--- config.mk ---
export PLATFORM = sky130hd
export DESIGN_NAME = bus_addr_decoder
export DESIGN_NICKNAME = d
export VERILOG_FILES = /design/src/rtl/bus_pkg.sv /design/src/rtl/bus_addr_match.sv /design/src/rtl/bus_addr_decoder.sv
export SDC_FILE = /design/constraint.sdc
export NUM_CORES = 1
export LEC_CHECK = 0
export BUFFER_PORTS_ARGS = -buffer_cell sky130_fd_sc_hd__buf_2
export CAP_MARGIN = 20
export CORE_AREA = 2 2 125 127
export CTS_CLUSTER_SIZE = 8
export DETAILED_ROUTE_END_ITERATION = 10
export DIE_AREA = 0 0 127 129
export MAX_ROUTING_LAYER = met4
export PLACE_DENSITY = 0.76
export SETUP_SLACK_MARGIN = 0.2
export SKIP_LAST_GASP = 1
export SLEW_MARGIN = 40
export SYNTH_ARGS = -nofsm -noshare
export SYNTH_HDL_FRONTEND = slang
export SYNTH_SLANG_ARGS = --single-unit
--- constraint.sdc ---
create_clock -name clk -period 4.3 [get_ports clk]
set_input_delay 0.215 -clock clk [delete_from_list [all_inputs] [get_ports clk]]
set_output_delay 0.215 -clock clk [all_outputs]
set_load 0.005 [all_outputs]
--- src/rtl/bus_pkg.sv ---
// Shared definitions for the bus address decoder: FSM encoding, default slave windows
// and helpers that size the index and wait counter.
package bus_pkg;

  typedef enum logic [1:0] {
    IDLE   = 2'd0,
    ACCESS = 2'd1,
    RESP   = 2'd2
  } state_t;

  localparam logic [31:0] DMEM_BASE  = 32'h1000_0000;
  localparam logic [31:0] DMEM_MASK  = 32'hF000_0000;
  localparam logic [31:0] TBMAN_BASE = 32'h8000_F000;
  localparam logic [31:0] TBMAN_MASK = 32'hFFFF_F000;
  localparam logic [31:0] TIMER_BASE = 32'h8000_1000;
  localparam logic [31:0] TIMER_MASK = 32'hFFFF_F000;

  localparam int TIMEOUT_DEF = 15;

  // Counter only has to reach TIMEOUT-1.
  function automatic int cnt_width(input int timeout);
    return (timeout > 1) ? $clog2(timeout) : 1;
  endfunction

  function automatic int idx_width(input int n);
    return (n > 1) ? $clog2(n) : 1;
  endfunction

endpackage

--- src/rtl/bus_addr_match.sv ---
// Combinational window match: flags a hit and returns the lowest matching slave index.
module bus_addr_match #(
  parameter int NUM_SLV = 3,
  parameter int ADDR_W  = 32,
  parameter int IDX_W   = 2
) (
  input  logic [ADDR_W-1:0]         addr,
  input  logic [NUM_SLV*ADDR_W-1:0] base,
  input  logic [NUM_SLV*ADDR_W-1:0] mask,
  output logic                      hit,
  output logic [IDX_W-1:0]          idx
);

  logic [NUM_SLV-1:0] hit_vec;

  for (genvar gi = 0; gi < NUM_SLV; gi++) begin : g_cmp
    assign hit_vec[gi] = ((addr & mask[gi*ADDR_W +: ADDR_W]) ==
                          (base[gi*ADDR_W +: ADDR_W] & mask[gi*ADDR_W +: ADDR_W]));
  end

  assign hit = |hit_vec;

  // Scan downwards so the lowest index overwrites any higher overlapping window.
  always_comb begin
    idx = '0;
    for (int i = NUM_SLV - 1; i >= 0; i--) begin
      if (hit_vec[i]) idx = IDX_W'(i);
    end
  end

endmodule

--- src/rtl/bus_addr_decoder.sv ---
// Parametrised data-bus decoder with registered active-low chip selects and timeout/miss errors.
// Define BUS_ADDR_DECODER_ERRLOG_EN to add the err_addr / err_cnt error log outputs.
module bus_addr_decoder
  import bus_pkg::*;
#(
  parameter int                          NUM_SLV  = 3,
  parameter int                          ADDR_W   = 32,
  parameter int                          DATA_W   = 32,
  parameter logic [NUM_SLV*ADDR_W-1:0]   SLV_BASE = {TIMER_BASE, TBMAN_BASE, DMEM_BASE},
  parameter logic [NUM_SLV*ADDR_W-1:0]   SLV_MASK = {TIMER_MASK, TBMAN_MASK, DMEM_MASK},
  parameter int                          TIMEOUT  = TIMEOUT_DEF
) (
  input  logic                      clk,
  input  logic                      reset,
  input  logic                      m_req,
  input  logic [ADDR_W-1:0]         m_addr,
  input  logic                      m_we,
  input  logic [DATA_W-1:0]         m_wdata,
  input  logic [DATA_W/8-1:0]       m_wstrb,
  output logic                      m_ready,
  output logic [DATA_W-1:0]         m_rdata,
  output logic                      m_err,
`ifdef BUS_ADDR_DECODER_ERRLOG_EN
  output logic [ADDR_W-1:0]         err_addr,
  output logic [7:0]                err_cnt,
`endif
  output logic [NUM_SLV-1:0]        s_cs_n,
  output logic [ADDR_W-1:0]         s_addr,
  output logic                      s_we,
  output logic [DATA_W-1:0]         s_wdata,
  output logic [DATA_W/8-1:0]       s_wstrb,
  input  logic [NUM_SLV*DATA_W-1:0] s_rdata,
  input  logic [NUM_SLV-1:0]        s_ready
);

  localparam int IDX_W  = idx_width(NUM_SLV);
  localparam int CNT_W  = cnt_width(TIMEOUT);
  localparam int STRB_W = DATA_W / 8;

  state_t              state_q, state_d;
  logic [NUM_SLV-1:0]  cs_n_q, cs_n_d;
  logic [CNT_W-1:0]    cnt_q, cnt_d;
  logic [IDX_W-1:0]    sel_q, sel_d;
  logic [ADDR_W-1:0]   addr_q, addr_d;
  logic                we_q, we_d;
  logic [DATA_W-1:0]   wdata_q, wdata_d;
  logic [STRB_W-1:0]   wstrb_q, wstrb_d;
  logic                resp_err_q, resp_err_d;
  logic [DATA_W-1:0]   resp_rdata_q, resp_rdata_d;
  logic                m_ready_q, m_ready_d;
  logic                m_err_q, m_err_d;
  logic [DATA_W-1:0]   m_rdata_q, m_rdata_d;
`ifdef BUS_ADDR_DECODER_ERRLOG_EN
  logic [ADDR_W-1:0]   err_addr_q, err_addr_d;
  logic [7:0]          err_cnt_q, err_cnt_d;
`endif

  logic                hit;
  logic [IDX_W-1:0]    hit_idx;
  logic                sel_ready;
  logic [DATA_W-1:0]   sel_rdata;

  bus_addr_match #(
    .NUM_SLV (NUM_SLV),
    .ADDR_W  (ADDR_W),
    .IDX_W   (IDX_W)
  ) u_match (
    .addr (m_addr),
    .base (SLV_BASE),
    .mask (SLV_MASK),
    .hit  (hit),
    .idx  (hit_idx)
  );

  assign sel_ready = s_ready[sel_q];
  assign sel_rdata = s_rdata[sel_q*DATA_W +: DATA_W];

  always_comb begin
    state_d      = state_q;
    cs_n_d       = cs_n_q;
    cnt_d        = cnt_q;
    sel_d        = sel_q;
    addr_d       = addr_q;
    we_d         = we_q;
    wdata_d      = wdata_q;
    wstrb_d      = wstrb_q;
    resp_err_d   = resp_err_q;
    resp_rdata_d = resp_rdata_q;
    m_ready_d    = 1'b0;
    m_err_d      = 1'b0;
    m_rdata_d    = '0;
`ifdef BUS_ADDR_DECODER_ERRLOG_EN
    err_addr_d   = err_addr_q;
    err_cnt_d    = err_cnt_q;
`endif

    case (state_q)
      IDLE: begin
        if (m_req) begin
          addr_d  = m_addr;
          we_d    = m_we;
          wdata_d = m_wdata;
          wstrb_d = m_wstrb;
          sel_d   = hit_idx;
          cnt_d   = '0;
          if (hit) begin
            cs_n_d  = ~(NUM_SLV'(1) << hit_idx);
            state_d = ACCESS;
          end else begin
            resp_err_d   = 1'b1;
            resp_rdata_d = '0;
            state_d      = RESP;
          end
        end
      end

      ACCESS: begin
        cnt_d = cnt_q + CNT_W'(1);
        // A ready in the final wait cycle still completes cleanly.
        if (sel_ready) begin
          resp_rdata_d = we_q ? '0 : sel_rdata;
          resp_err_d   = 1'b0;
          cs_n_d       = '1;
          state_d      = RESP;
        end else if (cnt_q == CNT_W'(TIMEOUT - 1)) begin
          resp_rdata_d = '0;
          resp_err_d   = 1'b1;
          cs_n_d       = '1;
          state_d      = RESP;
        end
      end

      RESP: begin
        m_ready_d = 1'b1;
        m_err_d   = resp_err_q;
        m_rdata_d = resp_rdata_q;
        cnt_d     = '0;
        state_d   = IDLE;
`ifdef BUS_ADDR_DECODER_ERRLOG_EN
        if (resp_err_q) begin
          err_addr_d = addr_q;
          if (err_cnt_q != 8'hFF) err_cnt_d = err_cnt_q + 8'd1;
        end
`endif
      end

      default: begin
        cs_n_d  = '1;
        state_d = IDLE;
      end
    endcase
  end

  always_ff @(posedge clk or posedge reset) begin
    if (reset) begin
      state_q      <= IDLE;
      cs_n_q       <= '1;
      cnt_q        <= '0;
      sel_q        <= '0;
      addr_q       <= '0;
      we_q         <= 1'b0;
      wdata_q      <= '0;
      wstrb_q      <= '0;
      resp_err_q   <= 1'b0;
      resp_rdata_q <= '0;
      m_ready_q    <= 1'b0;
      m_err_q      <= 1'b0;
      m_rdata_q    <= '0;
    end else begin
      state_q      <= state_d;
      cs_n_q       <= cs_n_d;
      cnt_q        <= cnt_d;
      sel_q        <= sel_d;
      addr_q       <= addr_d;
      we_q         <= we_d;
      wdata_q      <= wdata_d;
      wstrb_q      <= wstrb_d;
      resp_err_q   <= resp_err_d;
      resp_rdata_q <= resp_rdata_d;
      m_ready_q    <= m_ready_d;
      m_err_q      <= m_err_d;
      m_rdata_q    <= m_rdata_d;
    end
  end

`ifdef BUS_ADDR_DECODER_ERRLOG_EN
  always_ff @(posedge clk or posedge reset) begin
    if (reset) begin
      err_addr_q <= '0;
      err_cnt_q  <= '0;
    end else begin
      err_addr_q <= err_addr_d;
      err_cnt_q  <= err_cnt_d;
    end
  end

  assign err_addr = err_addr_q;
  assign err_cnt  = err_cnt_q;
`endif

  assign s_cs_n  = cs_n_q;
  assign s_addr  = addr_q;
  assign s_we    = we_q;
  assign s_wdata = wdata_q;
  assign s_wstrb = wstrb_q;
  assign m_ready = m_ready_q;
  assign m_err   = m_err_q;
  assign m_rdata = m_rdata_q;

endmodule

==> results.md, run 1 <==
* Ranking of synthesized cells by area: sky130_fd_sc_hd__dfrtp_1 57%, sky130_fd_sc_hd__nand2_1 14%, sky130_fd_sc_hd__a32o_2 5.7%
* Worst setup path category: register to register
* Count of final hold-check violations at 0
* CTS tree: done
* Setup repair after global routing missed its margin: false
* Share of synthesized flip-flops with an asynchronous set or reset at 100%
* Detailed-routing iteration count for the pre-antenna-repair pass at 5
* Clock Latency Late Sink at 0.42 ns
* Total of cells resized after clock tree synthesis at 0
* Sw power at 878 uW
* Number of cells produced by synthesis at 635
* Area share of fa/ha/maj cells after synthesis at 0.393%
* Average wire per standard cell at 14.5 um
* Synth Area in XOR/XNOR at less than 1%
* Post-detailed-route DRC marker count at 0
* Detailed-route via count at 5613
* Count of standard-cell rows at 45
* Cell family with most CP delay: compound AO/OA/AOI/OAI gates
* Class of the tightest hold or removal check: input port to register
* Count of flip-flops with a built-in enable after synthesis at 0
* Number of nets in the final layout at 1129
* Achievable frequency at 0.375 GHz
* Arrival time reported for the critical path endpoint at approximately 3.0 ns
* Post-layout minimum cycle time at 2.67 ns
* Clock slew at reported path FFs at 0.06 ns
* Switching share of power at 24.6%
* Relative contribution of combinational cells to total power at 14.5%
* TritonCTS Buffers at 17
* Result of the run: finished, final reports clean
* Avg Vias per Cell at 4.85
* Final Power at roughly 3.6 mW
* Post-Synth Simple-Gate Area at 20.6%
* Power share of the sequential group at 44.3%
* Kind of end point of the critical path: register
* Synth warn at 0
* Cells along the critical path: mux2_2 > a21o_1 > o21ai_2 > buf_4 > a32o_2
* Crit Path Max Fanout at 36
* GP Congestion at 0.826
* Number of buffers added on ports at between 200 and 300
* Gr usage total at about a fifth
* Data required, critical path at ~4.7 ns
* Number of max-cap violations at 0
* Number of clock sinks at between 100 and 150
* Clock Root Buffer: sky130_fd_sc_hd__clkbuf_16
* Highest ir drop seen on vdd at between 200 and 250 uV
* Relative slew slack at 52.5%
* Core Region at 0.0150 sq mm
* Number of nets with antenna violations after detailed routing at 0
* Post-Synthesis Net Count at between 800 and 900
* Count of different cell masters after synthesis at 46
* Synthesized area at between 0.006 and 0.007 sq mm
* Leakage power total at 4.96 nW
* Main combinational cell family by area after synthesis: simple AND/OR/NAND/NOR gates
* Slew at the pin with the worst max-slew slack at 0.712 ns
* Design area at 0.00912 sq mm
* Relative contribution of the clock network to total power at 41.2%
* Clock Path Buffers at 2
* Number of global-route vias before repair at approximately 5400
* Die X at 127 um
* Number of pins with negative max-slew slack in the final report at 0
* Antenna violations before repair at 1
* Share of synthesized area occupied by flip-flops and latches at between 50 and 60%
* Slowest CP cell: sky130_fd_sc_hd__dfrtp_4
* GR Overflow Total at 0
* PwrDens at 392 mW/mm^2
* Critical Path Start Type: register
* Starting DRC count in detailed routing at ~330
* Initial cell density of the core at roughly 43%
* Combined buffer and inverter count along the critical path at 1
* Cell area reported after detailed placement at approximately 0.0079 sq mm
* Top-Level Pins at about 280
* Crit share post-route at 62.1%
* Largest net degree at the start of global routing at 100
* Number of levels the H-tree was split into at 4
* Count of final setup violators at 0
* Share of the synthesized area in the top cell type at 56.5%
* Synth Area per Inst at 10.0 sq um
* Mux share of post-synthesis cell area at about 5.2%
* Chip Height at 129 um
* Die Outline Area at 0.0164 sq mm
* First-pass GRT wire length at between 20000 and 30000 um
* DP HPWL at roughly 11000 um
* Synth Area in Compound Gates at 11.9%
* Area growth from synthesis to layout at 43.1%
* Main flop type after synthesis: sky130_fd_sc_hd__dfrtp_1
* Total wirelength of the detailed-routed design at 16700 um
* Area leader, netlist: sky130_fd_sc_hd__dfrtp_1
* Delay of the slowest cell on the worst path at 0.82 ns
* Share of final-layout standard cells stronger than drive strength 1 at a little under two fifths
* Fin Setup TNS at 0 ns
* Worst clock skew on the final layout at 0.00710 ns
* Internal power summed over all cells at ~2.7 mW
* Synthesis-stage register bit count at 147
## layout make-up
cell class | instances | area [sq um]
Antenna cell | 1 | 2.50
Multi-Input combinational cell | 436 | 2460
Fill cell | 1230 | 5860
Timing Repair Buffer | 345 | 2090
Sequential cell | 147 | 3690
Inverter | 9 | 37.5
Tap cell | 188 | 235
Clock inverter | 8 | 100
Clock buffer | 24 | 502
## synth_stat cells (all sizes together), types with 4 or more instances
cell	count
a211oi	4
a21oi	5
a32o	32
and2	33
buf	12
clkbuf	31
dfrtp	144
inv	9
mux2i	32
nand2	242
nor2	4
nor3b	4
nor4	4
o21ai	38
## routing by layer
| metal | vias up | track usage (%) | wire length, um |
|---|---|---|---|
| met4 | 0 | 8.86 | 375 |
| li1 | 2776 | - | - |
| met2 | 184 | 34.6 | 8500 |
| met1 | 2625 | 26.6 | 7070 |
| met5 | - | - | 0 |
| met3 | 28 | 3.87 | 795 |
## worst register-to-register path, delay by kind of cell (launching register included)
kind	cells	cell delay (ns)
AO/OA/AOI/OAI	3	1.00
buffers and inverters	1	0.36
flip-flops	1	0.82
multiplexers	1	0.44
## registers in the layout, summed over array words and instances, names as in the netlist
register      cells
s_cs_n            3
s_wdata          32
cnt_q             4
resp_rdata_q     32
m_ready           1
s_wstrb           4
m_err             1
s_addr           32
state_q           2
resp_err_q        1
sel_q             2
m_rdata          32
s_we              1
## power by group through the flow
stage | Sequential [mW] | Clock [mW] | Combinational [mW]
floorplan | 1.61 | 0 | 0.213
global placement | 1.60 | 0 | 0.462
detailed placement | 1.60 | 0 | 0.478
CTS | 1.58 | 1.51 | 0.522
global route | 1.60 | 1.57 | 0.585
finish | 1.58 | 1.47 | 0.520
## worst paths after layout
check                                         to  slack (ns)        start  cells after the start
worst max-delay path            resp_rdata_q[23]        1.63     sel_q[1]                      5
worst min-delay path                  s_addr[18]        0.02   m_addr[18]                      3
worst max register to register  resp_rdata_q[23]        1.63     sel_q[1]                      5
worst min register to register       s_wdata[29]        0.47  s_wdata[29]                      2
max in group asynchronous               sel_q[1]        2.99        reset                      4
min in group asynchronous            m_rdata[26]        0.40        reset                      3
## cells by family after synthesis
family                   Yosys count
XOR/XNOR                           1
AND/OR/NAND/NOR                  305
AO/OA/AOI/OAI                     95
multiplexers                      33
adder cells (fa/ha/maj)            2
buffers and inverters             52
flip-flops                       147
## cells in the final DEF (no fill, tap or decap), types with 4 or more instances in the layout
master                          count
sky130_fd_sc_hd__buf_2            276
sky130_fd_sc_hd__nand2_1          242
sky130_fd_sc_hd__dfrtp_1          142
sky130_fd_sc_hd__dlygate4sd3_1     62
sky130_fd_sc_hd__o21ai_0           37
sky130_fd_sc_hd__and2_1            33
sky130_fd_sc_hd__mux2i_1           32
sky130_fd_sc_hd__a32o_2            32
sky130_fd_sc_hd__clkbuf_16         17
sky130_fd_sc_hd__inv_1              8
sky130_fd_sc_hd__a21oi_1            5
sky130_fd_sc_hd__clkbuf_8           5
sky130_fd_sc_hd__nor4_1             4
sky130_fd_sc_hd__a211oi_1           4
sky130_fd_sc_hd__buf_4              4
## per-stage QoR
step	std cells	worst slack (ns)	hold WS [ns]	util, %
global route	1158	1.46	0.0322	60.9
global placement	1061	1.45	0.406	52.4
finish	1158	1.63	0.0225	60.9
CTS	1157	1.63	0.00538	60.9
detailed placement	1063	1.65	0.291	52.7
floorplan	635	2.24	0.320	-
## repair_timing
item / 4_1_cts / 5_1_grt
endpoints found under the hold margin: 83 / 0
setup buffers: 0 / 0
endpoints found under the setup margin: 0 / 0
hold buffers: 62 / 0
Note: power is estimated with default switching activity, not from simulation.
==> inputs of run 2 (changes only) <==
==> constraint.sdc (replaced) <==
create_clock -name clk -period 2.2 [get_ports clk]
set_input_delay 0.11 -clock clk [delete_from_list [all_inputs] [get_ports clk]]
set_output_delay 0.11 -clock clk [all_outputs]
set_load 0.005 [all_outputs]
==> run 2 against run 1 <==
Net effect:
- via count increased by 3.4%
- non-clock buffer count increased by 22
- worst setup slack worse by 1.3 ns
- power grew 95%
- design area up 1.8%
- worst hold slack about the same
- first-iteration DRC count fell by 17%
- register-to-register slack got worse by 1.3 ns
- core utilization rose by 1.1 points
- clock power up 91%
- sequential power grew 95%
- clock skew is 0.0010 ns higher
- largest cell class unchanged
- largest power group unchanged
==> results.md, run 2 (synthesis results as in run 1) <==
* Result of the run: finished, final reports clean
* Gr usage total at 22.4% (+1.0 points)
* Number of clock sinks at 147 (unchanged)
* Number of global-route vias before repair at 5771 (+6.8%)
* TritonCTS Buffers at 17 (unchanged)
* R2R cell count at 5 (unchanged)
* Average wire per standard cell at 15.2 um (+4.9%)
* Final Power at 6.96 mW (+95%)
* FF-to-FF Start: state_q[0]
* Number of max-cap violations at 0 (unchanged)
* Worst hold-check slack at 0.0224 ns (-0.0000644 ns)
* Number of buffers added on ports at 276 (unchanged)
* First-pass GRT wire length at 28000 um (+4.2%)
* Count of final hold-check violations at 0 (unchanged)
* Data required, critical path at 2.55 ns (-2.10 ns)
* Detailed-route via count at 5804 (+3.4%)
* Worst clock skew on the final layout at 0.00815 ns (+0.00105 ns)
* GP Congestion at 0.772 (-6.5%)
* Number of nets with antenna violations after detailed routing at 0 (unchanged)
* Hold wc startpoint: s_rdata[59]
* Count of standard-cell rows at 45 (unchanged)
* Design area at 0.00929 sq mm (+1.8%)
* Starting DRC count in detailed routing at 269 (-17%)
* Class of the tightest hold or removal check: input port to register
* Min-Delay Endpoint: resp_rdata_q[27]
* Cells along the critical path: dlygate4sd3_1 > buf_2 > or3_4 > a2111oi_4 > a21bo_1 > buf_12 > a32o_2
* Highest ir drop seen on vdd at 504 uV (+110%)
* Leakage power total at 5.05 nW (+1.8%)
* Fin Setup TNS at 0 ns (unchanged)
* Top library cells by usage in the layout, fill and taps aside: 276 x sky130_fd_sc_hd__buf_2, 242 x sky130_fd_sc_hd__nand2_1, 143 x sky130_fd_sc_hd__dfrtp_1, 70 x sky130_fd_sc_hd__dlygate4sd3_1, 37 x sky130_fd_sc_hd__o21ai_0
* Slew at the pin with the worst max-slew slack at 0.745 ns (+0.0333 ns)
* Number of nets in the final layout at 1151 (+1.9%)
* Number of levels the H-tree was split into at 4 (unchanged)
* Share of final-layout standard cells stronger than drive strength 1 at 37.9% (+0.48 points)
* Relative slew slack at 50.2% (-2.3 points)
* Delay of the slowest cell on the worst path at 0.56 ns (-0.26 ns)
* Die X at 127 um (unchanged)
* Detailed-routing iteration count for the pre-antenna-repair pass at 4 (-1)
* Top-Level Pins at 277 (unchanged)
* Initial cell density of the core at 42.5% (unchanged)
* Achievable frequency at 0.523 GHz
* FF-to-FF End: resp_rdata_q[19]
* DP HPWL at 11300 um (+1.6%)
* Worst R2R Setup Slack at 0.35 ns (-1.28 ns)
* Area growth from synthesis to layout at 45.8%
* Kind of end point of the critical path: register
* CTS tree: done
* PwrDens at 750 mW/mm^2 (+91%)
* Crit share post-route at 86.8%
* Clock slew at reported path FFs at 0.06 ns (about the same)
* Avg Vias per Cell at 4.92 (+1.5%)
* Antenna violations before repair at 1 (unchanged)
* GR Overflow Total at 0 (unchanged)
* Min-Delay Path Depth at 4 (+1)
* Count of final setup violators at 0 (unchanged)
* Clock Root Buffer: sky130_fd_sc_hd__clkbuf_16
* Largest net degree at the start of global routing at 100 (unchanged)
* Number of pins with negative max-slew slack in the final report at 0 (unchanged)
* Clock Latency Late Sink at 0.41 ns (about the same)
* Post-layout minimum cycle time at around 1.9 ns
* Final design utilization at 62.0% (+1.1 points)
* Clock Path Buffers at 2 (unchanged)
* Total wirelength of the detailed-routed design at 17900 um (+6.9%)
* Most common cell after layout, fill and taps aside: sky130_fd_sc_hd__buf_2
* Setup repair after global routing missed its margin: false
* Cell area reported after detailed placement at 0.00796 sq mm (+0.81%)
* Chip Height at 129 um (unchanged)
* Post-detailed-route DRC marker count at 0 (unchanged)
* Die Outline Area at 0.0164 sq mm (unchanged)
* Core Region at 0.0150 sq mm (unchanged)
* Critical Path Start Type: input port
* Slowest CP cell: sky130_fd_sc_hd__dlygate4sd3_1
* Arrival time reported for the critical path endpoint at 2.26 ns (-0.76 ns)
* Crit Path Max Fanout at 33 (-8.3%)
* Worst setup path category: input port to register
==> run 2: repair_timing <==
action                                  CTS  global route
setup buffers                             0             6
hold buffers                             70             0
hold endpoints to repair                213             0
resized for setup                         0             1
endpoints found under the setup margin    0            32
==> run 2: area by class of cell <==
cell class / instances / area [sq um]
clock inverter: 13 / 135
clock buffer: 19 / 443
multi-input combinational: 436 / 2460
tap: 188 / 235
sequential: 147 / 3690
antenna: 1 / 2.50
fill: 1196 / 5690
timing repair buffer: 367 / 2290
inverter: 9 / 37.5
==> run 2: where the power goes <==
part           switching, mW  internal [mW]  leakage [nW]
clock network           1.12           1.69         0.271
logic                  0.557          0.515          2.86
registers              0.123           2.96          1.91
total                   1.80           5.17          5.05
==> run 2: metrics by stage <==
step,setup slack [ns],cells
after detailed placement,0.221,1071
after CTS,0.209,1173
after global placement,0.168,1071
after floorplan,0.245,635
after global routing,0.219,1180
final,0.290,1180
==> run 2: routing by layer <==
metal  up-vias  global-route usage [%]  share of wire [%]
met3        63                    4.28                4.6
met5         -                       -                  0
met1      2705                    26.3                 42
met2       214                    36.5                 50
li1       2822                       -                  -
met4         0                    12.3                4.1
==> run 2: how the worst max path moves through the flow <==
stage | startpoint | to | slack [ns] | cells after the start
after global routing | m_addr[14] | resp_rdata_q[19] | 0.22 | 7
after CTS | sel_q[1] | resp_rdata_q[8] | 0.21 | 5
after floorplan | reset | cnt_q[0] | 0.25 | 1
final | m_addr[14] | resp_rdata_q[19] | 0.29 | 7
after detailed placement | sel_q[1] | resp_rdata_q[23] | 0.22 | 5
after global placement | sel_q[1] | resp_rdata_q[3] | 0.17 | 4
==> run 2: worst max-delay path, delay by kind of cell <==
family	cells	cell delay, ns
and+or+nand+nor	1	0.38
AOI/OAI and AO/OA	3	0.82
buffers and inverters	3	0.91
